==> config.mk <==
export PLATFORM = sky130hd
export DESIGN_NAME = key_filter_flat
export DESIGN_NICKNAME = d
export VERILOG_FILES = /design/src/rtl/key_filter_pkg.sv /design/src/rtl/key_filter_if.sv /design/src/rtl/key_sync.sv /design/src/rtl/key_filter.sv /design/src/flat_wrapper.sv
export SDC_FILE = /design/constraint.sdc
export NUM_CORES = 1
export LEC_CHECK = 0
export ABC_AREA = 1
export BUFFER_PORTS_ARGS = -buffer_cell sky130_fd_sc_hd__clkbuf_2
export CAP_MARGIN = 10
export CORE_ASPECT_RATIO = 2
export CORE_MARGIN = 10
export CORE_UTILIZATION = 56
export CTS_BUF_LIST = sky130_fd_sc_hd__clkbuf_2
export CTS_CLUSTER_DIAMETER = 60
export CTS_CLUSTER_SIZE = 20
export DETAILED_ROUTE_END_ITERATION = 12
export GPL_TIMING_DRIVEN = 0
export MAX_ROUTING_LAYER = met4
export PLACE_DENSITY = 0.73
export SLEW_MARGIN = 10
export SYNTH_ARGS = -nofsm -noshare
export SYNTH_HDL_FRONTEND = slang
export SYNTH_SLANG_ARGS = --single-unit
export TNS_END_PERCENT = 50
==> constraint.sdc <==
create_clock -name CLOCK_50 -period 3.8 [get_ports CLOCK_50]
set_clock_uncertainty 0.05 [all_clocks]
set_input_delay 0.57 -clock CLOCK_50 [delete_from_list [all_inputs] [get_ports CLOCK_50]]
set_output_delay 0.57 -clock CLOCK_50 [all_outputs]
set_load 0.05 [all_outputs]
==> src/rtl/key_filter_pkg.sv <==
// Shared definitions for the push-button debounce block: FSM state encoding and
// default timing for a 50 MHz clock with a 20 ms debounce window.
package key_filter_pkg;

  typedef enum logic [1:0] {
    IDLE       = 2'd0,
    PRESS_FILT = 2'd1,
    DOWN       = 2'd2,
    REL_FILT   = 2'd3
  } key_fsm_e;

  // 20 ms at 50 MHz
  localparam int DEBOUNCE_CYC_50M = 1_000_000;
  localparam int CNT_W_DEF        = 24;

endpackage

==> src/rtl/key_filter_if.sv <==
// Pin-side and consumer-side signals of one debounced KEY input.
interface key_filter_if;
  logic key_in;
  logic key_flag;
  logic key_state;
  logic key_run;
  logic key_rel;

  modport master (output key_in, input key_flag, key_state, key_run, key_rel);
  modport slave  (input key_in, output key_flag, key_state, key_run, key_rel);
endinterface

==> src/rtl/key_sync.sv <==
// N-stage synchronizer for active-low board inputs; resets to 1 (released) so a
// reset never looks like a press. Reused by every KEY input.
module key_sync #(
  parameter int STAGES = 2
) (
  input  logic CLOCK_50,
  input  logic rst_n,
  input  logic d,
  output logic q
);

  logic [STAGES-1:0] sync_q;

  generate
    if (STAGES == 1) begin : g_one
      always_ff @(posedge CLOCK_50 or negedge rst_n) begin
        if (!rst_n) sync_q <= 1'b1;
        else        sync_q <= d;
      end
    end else begin : g_multi
      always_ff @(posedge CLOCK_50 or negedge rst_n) begin
        if (!rst_n) sync_q <= '1;
        else        sync_q <= {sync_q[STAGES-2:0], d};
      end
    end
  endgenerate

  assign q = sync_q[STAGES-1];

endmodule

==> src/rtl/key_filter.sv <==
// Debounces one active-low push-button: synchronizer, 4-state filter FSM and
// registered flag/level outputs. Define KEY_RELEASE_FLAG_EN to enable key_rel.
module key_filter
  import key_filter_pkg::*;
#(
  parameter int DEBOUNCE_CYC = DEBOUNCE_CYC_50M,
  parameter int CNT_W        = CNT_W_DEF
) (
  input  logic       CLOCK_50,
  input  logic       rst_n,
  key_filter_if.slave kif
);

  localparam logic [CNT_W-1:0] CNT_LAST = CNT_W'(DEBOUNCE_CYC - 1);

  logic             key_s;
  key_fsm_e         state_q, state_d;
  logic [CNT_W-1:0] cnt_q, cnt_d;
  logic             key_flag_q, flag_d;
  logic             key_state_q, lvl_d;
  logic             key_run_q, run_d;

  key_sync #(.STAGES(2)) u_sync (
    .CLOCK_50 (CLOCK_50),
    .rst_n    (rst_n),
    .d        (kif.key_in),
    .q        (key_s)
  );

`ifdef KEY_RELEASE_FLAG_EN
  logic key_rel_q, rel_d;

  always_ff @(posedge CLOCK_50 or negedge rst_n) begin
    if (!rst_n) key_rel_q <= 1'b0;
    else        key_rel_q <= rel_d;
  end

  assign kif.key_rel = key_rel_q;
`else
  assign kif.key_rel = 1'b0;
`endif

  always_ff @(posedge CLOCK_50 or negedge rst_n) begin
    if (!rst_n) begin
      state_q     <= IDLE;
      cnt_q       <= '0;
      key_flag_q  <= 1'b0;
      key_state_q <= 1'b0;
      key_run_q   <= 1'b0;
    end else begin
      state_q     <= state_d;
      cnt_q       <= cnt_d;
      key_flag_q  <= flag_d;
      key_state_q <= lvl_d;
      key_run_q   <= run_d;
    end
  end

  // The counter is cleared on every state change, so it never needs to wrap.
  always_comb begin
    state_d = state_q;
    cnt_d   = cnt_q;
    flag_d  = 1'b0;
    lvl_d   = key_state_q;
    run_d   = key_run_q;
`ifdef KEY_RELEASE_FLAG_EN
    rel_d   = 1'b0;
`endif
    case (state_q)
      IDLE: begin
        if (!key_s) begin
          state_d = PRESS_FILT;
          cnt_d   = '0;
        end
      end
      PRESS_FILT: begin
        if (key_s) begin
          state_d = IDLE;
          cnt_d   = '0;
        end else if (cnt_q == CNT_LAST) begin
          state_d = DOWN;
          cnt_d   = '0;
          flag_d  = 1'b1;
          lvl_d   = 1'b1;
          run_d   = ~key_run_q;
        end else begin
          cnt_d = cnt_q + CNT_W'(1);
        end
      end
      DOWN: begin
        if (key_s) begin
          state_d = REL_FILT;
          cnt_d   = '0;
        end
      end
      REL_FILT: begin
        if (!key_s) begin
          state_d = DOWN;
          cnt_d   = '0;
        end else if (cnt_q == CNT_LAST) begin
          state_d = IDLE;
          cnt_d   = '0;
          lvl_d   = 1'b0;
`ifdef KEY_RELEASE_FLAG_EN
          rel_d   = 1'b1;
`endif
        end else begin
          cnt_d = cnt_q + CNT_W'(1);
        end
      end
      default: begin
        state_d = IDLE;
        cnt_d   = '0;
      end
    endcase
  end

  assign kif.key_flag  = key_flag_q;
  assign kif.key_state = key_state_q;
  assign kif.key_run   = key_run_q;

endmodule

==> src/flat_wrapper.sv <==
// flat-port wrapper written by rule: the top's interface ports become plain ports
module key_filter_flat import key_filter_pkg::*;
#(
  parameter int DEBOUNCE_CYC = DEBOUNCE_CYC_50M,
  parameter int CNT_W        = CNT_W_DEF
)
  (CLOCK_50, rst_n, kif_key_in, kif_key_flag, kif_key_state, kif_key_run, kif_key_rel);
  key_filter_if kif_i ();
  input  logic CLOCK_50;
  input  logic rst_n;
  input wire logic [$bits(kif_i.key_in)-1:0] kif_key_in;
  output wire logic [$bits(kif_i.key_flag)-1:0] kif_key_flag;
  output wire logic [$bits(kif_i.key_state)-1:0] kif_key_state;
  output wire logic [$bits(kif_i.key_run)-1:0] kif_key_run;
  output wire logic [$bits(kif_i.key_rel)-1:0] kif_key_rel;
  assign kif_i.key_in = kif_key_in;
  assign kif_key_flag = kif_i.key_flag;
  assign kif_key_state = kif_i.key_state;
  assign kif_key_run = kif_i.key_run;
  assign kif_key_rel = kif_i.key_rel;
  key_filter #(.DEBOUNCE_CYC(DEBOUNCE_CYC), .CNT_W(CNT_W)) u_core (.CLOCK_50(CLOCK_50), .rst_n(rst_n), .kif(kif_i));
endmodule
======== After elaboration in Yosys (flattened, before gate mapping) ========
Index checks and enable logic that the tools add are counted.
Widths: inputs -> output; s select.
word-level totals
  register bits ........................... 31
  memories kept ........................... 0
  bits in latches ......................... 0
  input port bits ......................... 3
  logic and storage cells ................. 48
  output and inout port bits .............. 4
  ROM bits ................................ 0
  bits in writable memories ............... 0
operators by class
  $add $sub $neg .......................... 1
  multiplexer cells ....................... 21
  reduce and logical (&&, ||, !) cells .... 6
  multiply operators ...................... 0
  equal/unequal tests ..................... 12
  div/mod/pow operators ................... 0
  order comparisons ....................... 0
  bitwise gates (word level) .............. 2
  shifts and indexed selects .............. 0
operators by type and width
  operator               count
  $mux 24                5
  $pmux 24 s4            1
  $add 24x1->24 const B  1
  $eq 24x20->1 const B   1
  $mux 2                 6
  $ne 2x2->1 const B     4
  $pmux 2 s4             1
  $mux 1                 7
  $ne 3x2->1 const B     2
  $reduce_and 5->1       1
  $eq 2x2->1 const B     2
  $ne 2x1->1 const B     2
  $reduce_and 4->1       1
  $reduce_and 3->1       1
  $eq 2x1->1 const B     1
  $logic_not 2->1        1
  $not 1->1              2
  $pmux 1 s2             1
  $reduce_and 2->1       1
  $reduce_bool 2->1      1

======== Depth between registers and ports, before layout ========
Gate-level depths: netlist of the first run.
  depth in word-level cells ............... 4
  mapped depth ............................ 11
  depth with buffers taken out ............ 10

======== By module ========
Synthesis of the first run repeated with hierarchy kept, for this count alone.
second synthesis, totals
  cells, all modules ...................... 301
  area, all modules ....................... 2,011.9 sq um
modules (own cells, without submodules)
  module      cells an instance  area an instance (sq um)  instances  seq. area each (sq um)
  key_filter  299                1,959.4                   1          725.7
  key_sync    2                  52.6                      1          52.6

======== Worst setup path after synthesis of the first run ========
OpenSTA, ideal clock, no wires.
  kind .................................... flip-flop to flip-flop
  start ................................... register u_core.cnt_q[0]
  end ..................................... register u_core.cnt_q[22]
  path buffers ............................ 1
  path slack .............................. 2.255 ns
  period minus slack after synthesis ...... 1.545 ns
  data arrival time ....................... 1.422 ns
  stages on the path, launching flop included .. 10
  data required time ...................... 3.677 ns
  library setup time ...................... 0.073 ns
  cells stage by stage .................... dfrtp_1 -> ha_1 -> nand2_2 -> nor2_4 -> nand2_2 -> nor2_4 -> a21oi_4 -> buf_12 -> nand2_2 -> a21oi_2
on the way
  word-level cells in the longest chain between the ends .. 4
  elaborated cells on any way between the ends .. 6
  those cells by class .................... 1 x add/sub; 1 x eq/ne; 4 x mux
RTL lines
  item                                                  RTL line                             text
  start, declared                                       key_filter.sv:18                     logic [CNT_W-1:0] cnt_q, cnt_d;
  start signal, assigned                                key_filter.sv:52                     cnt_q <= cnt_d;
  $add 24x1->24 / $eq 24x20->1 (equally long branches)  n/a
  $mux 24 (*)                                           key_filter.sv:80, key_filter.sv:100
  $mux 24, on equally long branches                     key_filter.sv:97, key_filter.sv:77
  $pmux 24 s4 (*)                                       key_filter.sv:69                     case (state_q)
Mark *: on every way between the ends. The rest lies on a longest branch, timed or not.
A chain may end at the register's enable or synchronous reset.

======== Worst setup path in the final report of the first run ========
Same ends and word-level chain as after synthesis.

==> results of run 1 <==
==> registers in the layout, indices dropped and copies added (netlist names), named ones only <==
register	count
u_core.kif.key_state	1
u_core.kif.key_run	1
u_core.u_sync.sync_q	2
u_core.kif.key_flag	1
u_core.state_q	1
u_core.cnt_q	24
==> stage by stage <==
stage / power [W] / setup WS, ns / cells / hold WS (ns)
after floorplan: 0.000465 / 2.26 / 248 / 0.224
after global placement: 0.000509 / 2.02 / 284 / 0.297
after detailed placement: 0.000512 / 2.01 / 284 / 0.298
after CTS: 0.000735 / 1.98 / 292 / 0.192
after global routing: 0.000764 / 1.91 / 292 / 0.180
final: 0.000727 / 1.98 / 292 / 0.191
==> power by group <==
part / total [W] / switching (W) / leakage, nW / internal, W
clock network: 0.000223 / 0.000114 / 0.0404 / 0.000108
registers: 0.000368 / 0.0000208 / 0.423 / 0.000347
logic: 0.000136 / 0.0000953 / 0.417 / 0.0000409
==> worst paths after layout <==
| kind | to | slack, ns |
|---|---|---|
| hold reg to reg | u_core.u_sync.sync_q[1] | 0.32 |
| max in group asynchronous | u_core.cnt_q[9] | 3.01 |
| hold / removal | u_core.cnt_q[20] | 0.19 |
| setup / recovery | u_core.cnt_q[22] | 1.98 |
| min in group CLOCK_50 | u_core.u_sync.sync_q[0] | 0.21 |
| setup reg to reg | u_core.cnt_q[22] | 1.98 |
==> synth_stat cells (all sizes together), types with 2 or more instances <==
| library cell | count |
|---|---|
| nand2 | 69 |
| nor2 | 38 |
| dfrtp | 29 |
| inv | 28 |
| nand3 | 23 |
| o21ai | 20 |
| a21oi | 11 |
| nand4 | 6 |
| buf | 4 |
| o22ai | 4 |
| xor2 | 4 |
| a31oi | 2 |
| dfstp | 2 |
| nor3 | 2 |
| xnor2 | 2 |
==> area by class of cell <==
cell class | instances | area, sq um
fillers | 309 | 1210
multi-input cells | 184 | 971
flip-flops and latches | 31 | 778
inverters | 28 | 105
plain buffers | 5 | 41.3
clock inverters | 3 | 38.8
well taps | 31 | 38.8
clock buffers | 5 | 25.0
repair buffers | 5 | 25.0
==> kinds of logic after synthesis <==
kind of cell	synth area share, %
AO/OA/AOI/OAI	11.7
XOR/XNOR	2.77
AND/OR/NAND/NOR	35.8
buffers and inverters	7.72
other	0.198
flip-flops	41.1
adder cells (fa/ha/maj)	0.660
==> per-layer routing <==
metal  up-vias  wire length [um]  GRT usage, %
li1        823                 -             -
met3        12               123          3.23
met4         0               174          9.73
met5         -                 0             -
met2        26              2340          27.6
met1       771              1530          14.9
==> placed cells by master, fill, tap and decap left out, types with 6 or more instances in the layout <==
| cell | netlist | routed |
|---|---|---|
| nand4_1 | 6 | 6 |
| nor2_1 | 29 | 29 |
| a21oi_1 | 9 | 9 |
| nand2_2 | 8 | 8 |
| inv_1 | 24 | 24 |
| dfrtp_1 | 29 | 29 |
| clkbuf_2 | 0 | 10 |
| nor2_4 | 6 | 6 |
| nand3_1 | 16 | 16 |
| o21ai_0 | 9 | 9 |
| o21ai_1 | 9 | 9 |
| nand2_1 | 60 | 60 |
| nand3_2 | 7 | 7 |
==> flow_summary.ini, run 1 <==
[power]
power_density_nw_per_um2 = 359
p_leak_nw = 0.880
peakVddDrop_mv = 0.281

[logic_synthesis]
synth.distinct_cells = 31
avgSynthCellArea_sq_um = 7.64
ys_ff_latch = 31
async_flop_share_pct = 100
synth_area_leaders = dfrtp_1 (38%), nand2_1 (12%), nor2_1 (5.7%), inv_1 (4.8%), nand3_1 (4.2%)
seq_area_frac_synth_pct = 41.1
yosysWarnings = 0
yosysTopAreaCellShare_pct = 38.3
syn-num-nets = 252
dominantRegCellSynth = dfrtp_1
synth_area_leader_cell = dfrtp_1
synth-edff-count = 0
synthCells = 248
syn_area_sq_um = 1900

[critical_path]
worstPathRequired_ns = 4.06
end_kind = flop
worst_r2r_startpoint = u_core.cnt_q[0]
cp-start-kind = flop
cp_cell_sequence = ha_1, nand2_2, nor2_4, nand2_2, nor2_4, a21oi_4, buf_12, nand2_2, a21oi_2
cp_slowest_cell = dfrtp_1
max_stage_delay_ns = 0.45
cpLargestDelayFamily = flip-flops
crit_cells = 9
cp_max_fo = 10
reg2reg_depth = 9
crit_top_cell = nand2_2
path_class = reg -> reg
crit_start = u_core.cnt_q[0]
cp.arrival_ns = 2.08
critical_path_buf_inv_count = 1

[layout]
drive_gt1_share_pct = 19.5
diodes = 0
syn2layout_area_growth_pct = 6.73
design_area_sq_um = 2020
fin_util_pct = 62.7
nNetsFinal = 264

[cts]
ctsResizeCount = 0
clkLatencyLatePin_ns = 0.37
cts.reportedPaths.clkPinSlew_ns = 0.16
postCtsSetupBuffers = 0
cts_tree = yes
htreeDepth = 2
clock-sinks = 31
clock_path_buffers = 2
root_buffer = clkbuf_2
ctsHoldBuffers = 0
numCtsBuffers = 5

[routing]
wl_um = 4170
vias = 1632
drc_errors = 0
drt_iter0_drc = 53
vias_per_cell = 5.59
wire_per_inst_um = 14.3
antenna_left = 0
dr.pass1.iters = 4

[global_routing]
antenna_found_initial = 0
grt_pass1_wl_um = 7250
grt_max_degree = 32
grt.overflow.total = 0
grt_usage_pct = 15.8
grt_pass1_vias = 1653

[floorplanning]
die_area_sq_um = 6250
io_pins = 7
core.rowCount = 29
die_h_um = 102
core_area_sq_um = 3230
start_util_pct = 58.7
die_x_um = 61.1

[job]
drv_cap = 0

[sta]
worst_pin_slew_ns = 0.770
slew_headroom_pct = 48.7
slew_viol_final = 0
final_hold_viol_count = 0
rsz0062_at_grt = no
final.min_clock_period_ns = 1.82
setup_viol = 0
min_period_over_period_pct = 47.8
setup_tns_ns = 0
max_freq_ghz = 0.551

[place]
port_buffers = 5
post-dp-hpwl_um = 3120
placed_area_sq_um = 1960
place.gp.congestion = 0.928

[run_status]
status = finished clean

[hold_path]
hp-class = in -> async
(Power assumes the default switching activity.)
==> inputs of run 2 (changes only) <==
--- a/config.mk
+++ b/config.mk
@@ -5,7 +5,7 @@
 export SDC_FILE = /design/constraint.sdc
 export NUM_CORES = 1
 export LEC_CHECK = 0
-export ABC_AREA = 1
+export ABC_AREA = 0
 export BUFFER_PORTS_ARGS = -buffer_cell sky130_fd_sc_hd__clkbuf_2
 export CAP_MARGIN = 10
 export CORE_ASPECT_RATIO = 2
==> constraint.sdc (replaced) <==
create_clock -name CLOCK_50 -period 1.8 [get_ports CLOCK_50]
set_clock_uncertainty 0.05 [all_clocks]
set_input_delay 0.27 -clock CLOCK_50 [delete_from_list [all_inputs] [get_ports CLOCK_50]]
set_output_delay 0.27 -clock CLOCK_50 [all_outputs]
set_load 0.05 [all_outputs]
==> run 2 against run 1 <==
  * The run now ends with negative setup slack left
  * Flip-flop and latch count is the same
  * Final area shrank 2.5%
  * Combinational power is 7% lower
  * Maximum frequency shrank 11%
  * Sequential power grew 100%
  * Critical path type unchanged
  * Critical endpoint is now u_core.cnt_q[15]
==> flow_summary.ini, run 2 <==
[run_status]
status = finished with violations
violations = negative setup slack

[logic_synthesis]
ys_ff_latch = 31
synth_area_leaders = dfrtp_1 (45%), a31oi_1 (5.8%), nand2_1 (4.6%), nand3_1 (3.7%), dfstp_2 (3.2%)
synth-edff-count = 0
synth.most_common_cell = dfrtp_1
synth_top_cells_by_count = dfrtp_1 (29), nand2_1 (20), a31oi_1 (15), nand3_1 (12), a21oi_1 (9)
yosysWarnings = 0
async_flop_share_pct = 100
seq_area_frac_synth_pct = 47.9
synthCells = 171
syn_area_sq_um = 1620
synth_area_leader_cell = dfrtp_1
yosysTopAreaCellShare_pct = 44.7
dominantRegCellSynth = dfrtp_1
synth.distinct_cells = 40
syn-num-nets = 175
avgSynthCellArea_sq_um = 9.50

[layout]
largestRegisters = u_core.cnt_q (24), u_core.u_sync.sync_q (2)
syn2layout_area_growth_pct = 21.5
largest_reg_flops = 24
nNetsFinal = 199
diodes = 0
final_cell_mix = dfrtp_1 (26), nand2_1 (20), a31oi_1 (14), nand3_1 (11), clkbuf_2 (11)
final_cells = 225
final_common_cell = dfrtp_1
drive_gt1_share_pct = 29.1
fillers = 209
largest-register = u_core.cnt_q

[power]
power_density_nw_per_um2 = 682
total_power_w = 0.00134
p_leak_nw = 0.841
peakVddDrop_mv = 0.947

[sta]
setup_ws_ns = -0.236
max_freq_ghz = 0.491
min_period_over_period_pct = 113
final_hold_viol_count = 0
slew_headroom_pct = 49.4
slew_viol_final = 0
final.min_clock_period_ns = 2.04
rsz0062_at_grt = yes
worst_pin_slew_ns = 0.759
setup_viol = 26

[critical_path]
worstPathRequired_ns = 2.02
cp.arrival_ns = 2.26
end_kind = flop
cp-start-kind = flop
cp_max_fo = 6
path_class = reg -> reg

[floorplanning]
io_pins = 7
die_h_um = 96.2
start_util_pct = 58.6
core.rowCount = 27
die_x_um = 58.1
die_area_sq_um = 5580
core_area_sq_um = 2770

[place]
place.gp.congestion = 0.844
port_buffers = 5
placedCellCount = 205
post-dp-hpwl_um = 2760

[cts]
clock_path_buffers = 2
clock-sinks = 31
clkLatencyLatePin_ns = 0.38
numCtsBuffers = 5
cts_tree = yes
root_buffer = clkbuf_2
htreeDepth = 2
cts.reportedPaths.clkPinSlew_ns = 0.17

[job]
drv_cap = 0

[routing]
drt_iter0_drc = 76
vias_per_cell = 6.76
wl_um = 4340
antenna_left = 0
dr.pass1.iters = 4
vias = 1522
drc_errors = 0
wire_per_inst_um = 19.3

[global_routing]
grt_pass1_wl_um = 7110
grt_usage_pct = 16.4
grt.overflow.total = 0
antenna_found_initial = 0
grt_max_degree = 32
grt_pass1_vias = 1610

[hold_path]
hp-class = reg -> reg
==> run 2: changes by cell type after synthesis, moves of 8 or more <==
cell	before	now
nand2_2	8	0
o21ai_1	9	0
nor2_1	29	4
inv_1	24	5
nand2_1	60	20
a31oi_1	2	15
==> run 2: critical path: stages (launching register included) <==
cell and delay, ns:
dfrtp_2 0.45, or4_4 0.55, nor4_4 0.21, a21oi_2 0.15
buf_6 0.17, buf_6 0.13, a41oi_2 0.15, a31oi_1 0.06
==> run 2: repair_timing <==
action | in CTS | in global routing
endpoints found under the hold margin | 30 | 0
setup buffers | 8 | 4
setup endpoints to repair | 28 | 29
pin swaps | 13 | 9
gates resized for setup | 26 | 17
hold buffers | 2 | 0
==> run 2: layer usage <==
layer / vias up / track usage (%) / routed length (um)
li1: 695 / - / -
met1: 744 / 14.1 / 1520
met2: 62 / 29.8 / 2380
met3: 21 / 4.75 / 243
met4: 0 / 10.6 / 200
met5: - / - / 0
==> run 2: worst paths after layout <==
path / start / endpoint / slack, ns / depth (start not counted)
worst max-delay path: u_core.cnt_q[13] / u_core.cnt_q[15] / -0.24 / 7
worst min-delay path: u_core.u_sync.sync_q[0] / u_core.u_sync.sync_q[1] / 0.33 / 0
worst max register to register: u_core.cnt_q[13] / u_core.cnt_q[15] / -0.24 / 7
worst min register to register: u_core.u_sync.sync_q[0] / u_core.u_sync.sync_q[1] / 0.33 / 0
max in group asynchronous: rst_n / u_core.cnt_q[0] / 0.75 / 2
min in group asynchronous: rst_n / u_core.cnt_q[11] / 0.41 / 2
==> run 2: power by group <==
part	total (W)	leakage, nW	switching (W)	internal [W]
sequential	0.000738	0.418	0.0000243	0.000714
clock	0.000480	0.0404	0.000251	0.000229
combinational	0.000127	0.383	0.0000736	0.0000531
==> run 2: kinds of logic (layout without fill, tap and decap cells) <==
logic type | Yosys count | after routing | synth area share (%)
simple gates | 70 | 70 | 24.7
flops | 31 | 31 | 47.9
buf+inv | 13 | 38 | 3.85
fa+ha+maj | 1 | 1 | 0.770
xor+xnor | 3 | 3 | 1.62
compound gates | 52 | 52 | 21.0
other cells | 1 | 1 | 0.231
==> run 2: through the flow <==
step | util [%] | hold slack [ns] | area [sq um] | setup TNS [ns] | worst slack (ns)
2_1_floorplan | - | -0.0756 | 1620 | -1.03 | -0.113
3_3_place_gp | 60.8 | 0.304 | 1690 | -6.11 | -0.303
3_5_place_dp | 60.8 | 0.309 | 1690 | -7.10 | -0.349
4_1_cts | 68.7 | 0.330 | 1900 | -5.68 | -0.270
5_1_grt | 71.2 | 0.337 | 1970 | -6.67 | -0.317
6_report | 71.2 | 0.326 | 1970 | -4.37 | -0.236
==> run 2: layout make-up <==
type	instances	area [sq um]	area share, %
plain buffers	7	61.3	3.11
inverters	5	18.8	0.951
clock buffers	5	25.0	1.27
multi-input cells	127	872	44.2
well taps	29	36.3	1.84
repair buffers	18	139	7.04
clock inverters	3	38.8	1.97
flip-flops and latches	31	782	39.6
==> inputs of run 3 (changes only) <==
--- a/config.mk
+++ b/config.mk
@@ -9,7 +9,7 @@
 export BUFFER_PORTS_ARGS = -buffer_cell sky130_fd_sc_hd__clkbuf_2
 export CAP_MARGIN = 10
 export CORE_ASPECT_RATIO = 2
-export CORE_MARGIN = 10
+export CORE_MARGIN = 2
 export CORE_UTILIZATION = 56
 export CTS_BUF_LIST = sky130_fd_sc_hd__clkbuf_2
 export CTS_CLUSTER_DIAMETER = 60
==> run 3 against run 2 <==
  * Die area decreased by 40%
  * Sequential power about the same
  * Worst setup slack got worse by 0.024 ns
  * The flow still finishes with violations (negative setup slack)
  * Global-route usage increased by 10 points
  * Final area decreased by 1.8%
  * Via count decreased by 1.2%
  * Highest routed layer unchanged
==> flow_summary.ini, run 3 (same netlist as run 2, synthesis figures left out) <==
[run_status]
status = finished with violations
violations = negative setup slack

[layout]
final_cells = 224
regArea_sq_um = 782
final_common_cell = dfrtp_1
largest_reg_flops = 24
diodes = 0
drive_gt1_share_pct = 27.2
fillers = 214
largestRegisters = u_core.cnt_q (24), u_core.u_sync.sync_q (2)
final_cell_mix = dfrtp_1 (26), nand2_1 (20), a31oi_1 (13), clkbuf_2 (12)
syn2layout_area_growth_pct = 19.3
largest-register = u_core.cnt_q
multi_input_area_sq_um = 880
nNetsFinal = 199

[place]
post-dp-hpwl_um = 2670
place.gp.congestion = 0.872
port_buffers = 5
placedCellCount = 205

[cts]
cts.reportedPaths.clkPinSlew_ns = 0.18
clkLatencyLatePin_ns = 0.39
numCtsBuffers = 5
htreeDepth = 2
cts_tree = yes
clock-sinks = 31
clock_path_buffers = 2
root_buffer = clkbuf_2

[global_routing]
grt.overflow.total = 0
grt_max_degree = 32
grt_pass1_vias = 1484
grt_usage_pct = 26.6
grt_pass1_wl_um = 6640
antenna_found_initial = 0

[job]
drv_cap = 0

[routing]
dr.pass1.iters = 4
drt_iter0_drc = 74
vias = 1504
wire_per_inst_um = 18.2
vias_per_cell = 6.71
drc_errors = 0
wl_um = 4070
antenna_left = 0

[floorplanning]
start_util_pct = 58.6
die_h_um = 80.2
die_area_sq_um = 3370
io_pins = 7
die_x_um = 42.1
core_area_sq_um = 2770
core.rowCount = 27

[power]
p_leak_nw = 0.822
power_density_nw_per_um2 = 603
peakVddDrop_mv = 0.427

[hold_path]
worstHoldPathCells = 0
hp-class = reg -> reg

[critical_path]
reg2reg_depth = 6
cp.arrival_ns = 2.28
worstPathRequired_ns = 2.02
path_class = reg -> reg
cp-start-kind = flop
end_kind = flop
critical_path_buf_inv_count = 2
max_stage_delay_ns = 0.55
cp_cell_sequence = or4_4, nor4_4, a21oi_2, buf_6, buf_6, a22o_1
cp_max_fo = 10
reg2reg_slack_ns = -0.26
cp_slowest_cell = or4_4
crit_cells = 6
crit_top_cell = buf_6
cpLargestDelayFamily = simple AND/OR/NAND/NOR gates

[sta]
worst_pin_slew_ns = 0.762
rsz0062_at_grt = yes
final_hold_viol_count = 0
min_period_over_period_pct = 114
setup_ws_ns = -0.260
final.min_clock_period_ns = 2.06
slew_headroom_pct = 49.2
max_freq_ghz = 0.485
setup_viol = 26
setup_tns_ns = -5.03
slew_viol_final = 0
[run 3: final timing paths]
check | endpoint | start
hold / removal | u_core.u_sync.sync_q[1] | u_core.u_sync.sync_q[0]
max in group asynchronous | u_core.cnt_q[20] | rst_n
setup / recovery | u_core.cnt_q[5] | u_core.cnt_q[12]
min in group asynchronous | u_core.cnt_q[11] | rst_n
hold reg to reg | u_core.u_sync.sync_q[1] | u_core.u_sync.sync_q[0]
setup reg to reg | u_core.cnt_q[5] | u_core.cnt_q[12]
[run 3: final cells by class]
| class | instances | area share [%] |
|---|---|---|
| well taps | 29 | 1.87 |
| plain buffers | 8 | 3.23 |
| clock buffers | 5 | 1.29 |
| inverters | 5 | 0.969 |
| repair buffers | 17 | 6.40 |
| clock inverters | 2 | 0.452 |
| multi-input cells | 127 | 45.4 |
| flip-flops and latches | 31 | 40.4 |
[run 3: metrics by stage]
stage	power (W)	area (sq um)	worst slack [ns]	hold slack, ns	util, %
final	0.00117	1940	-0.260	0.358	69.9
after global routing	0.00122	1940	-0.314	0.346	69.9
after CTS	0.00117	1880	-0.263	0.340	67.8
after detailed placement	0.000831	1690	-0.361	0.303	60.8
after global placement	0.000829	1690	-0.314	0.305	60.8
after floorplan	0.000795	1620	-0.113	-0.0756	-
[run 3: report_power, final]
group | switching (W) | internal (W) | total [W]
clock | 0.000236 | 0.0000819 | 0.000318
combinational | 0.0000684 | 0.0000451 | 0.000113
sequential | 0.0000219 | 0.000714 | 0.000736
[run 3: metal layers]
layer | track usage, % | wire [um] | vias up
li1 | - | - | 693
met1 | 27.7 | 1590 | 741
met2 | 45.0 | 2160 | 53
met3 | 6.07 | 163 | 17
met4 | 15.9 | 158 | 0
met5 | - | 0 | -
[run 3: timing repair]
| item | in CTS | in global routing |
|---|---|---|
| gates resized for setup | 25 | 10 |
| hold endpoints to repair | 30 | 0 |
| setup buffers | 8 | 2 |
| endpoints found under the setup margin | 29 | 29 |
| hold buffers | 2 | 0 |
| pin swaps | 12 | 3 |
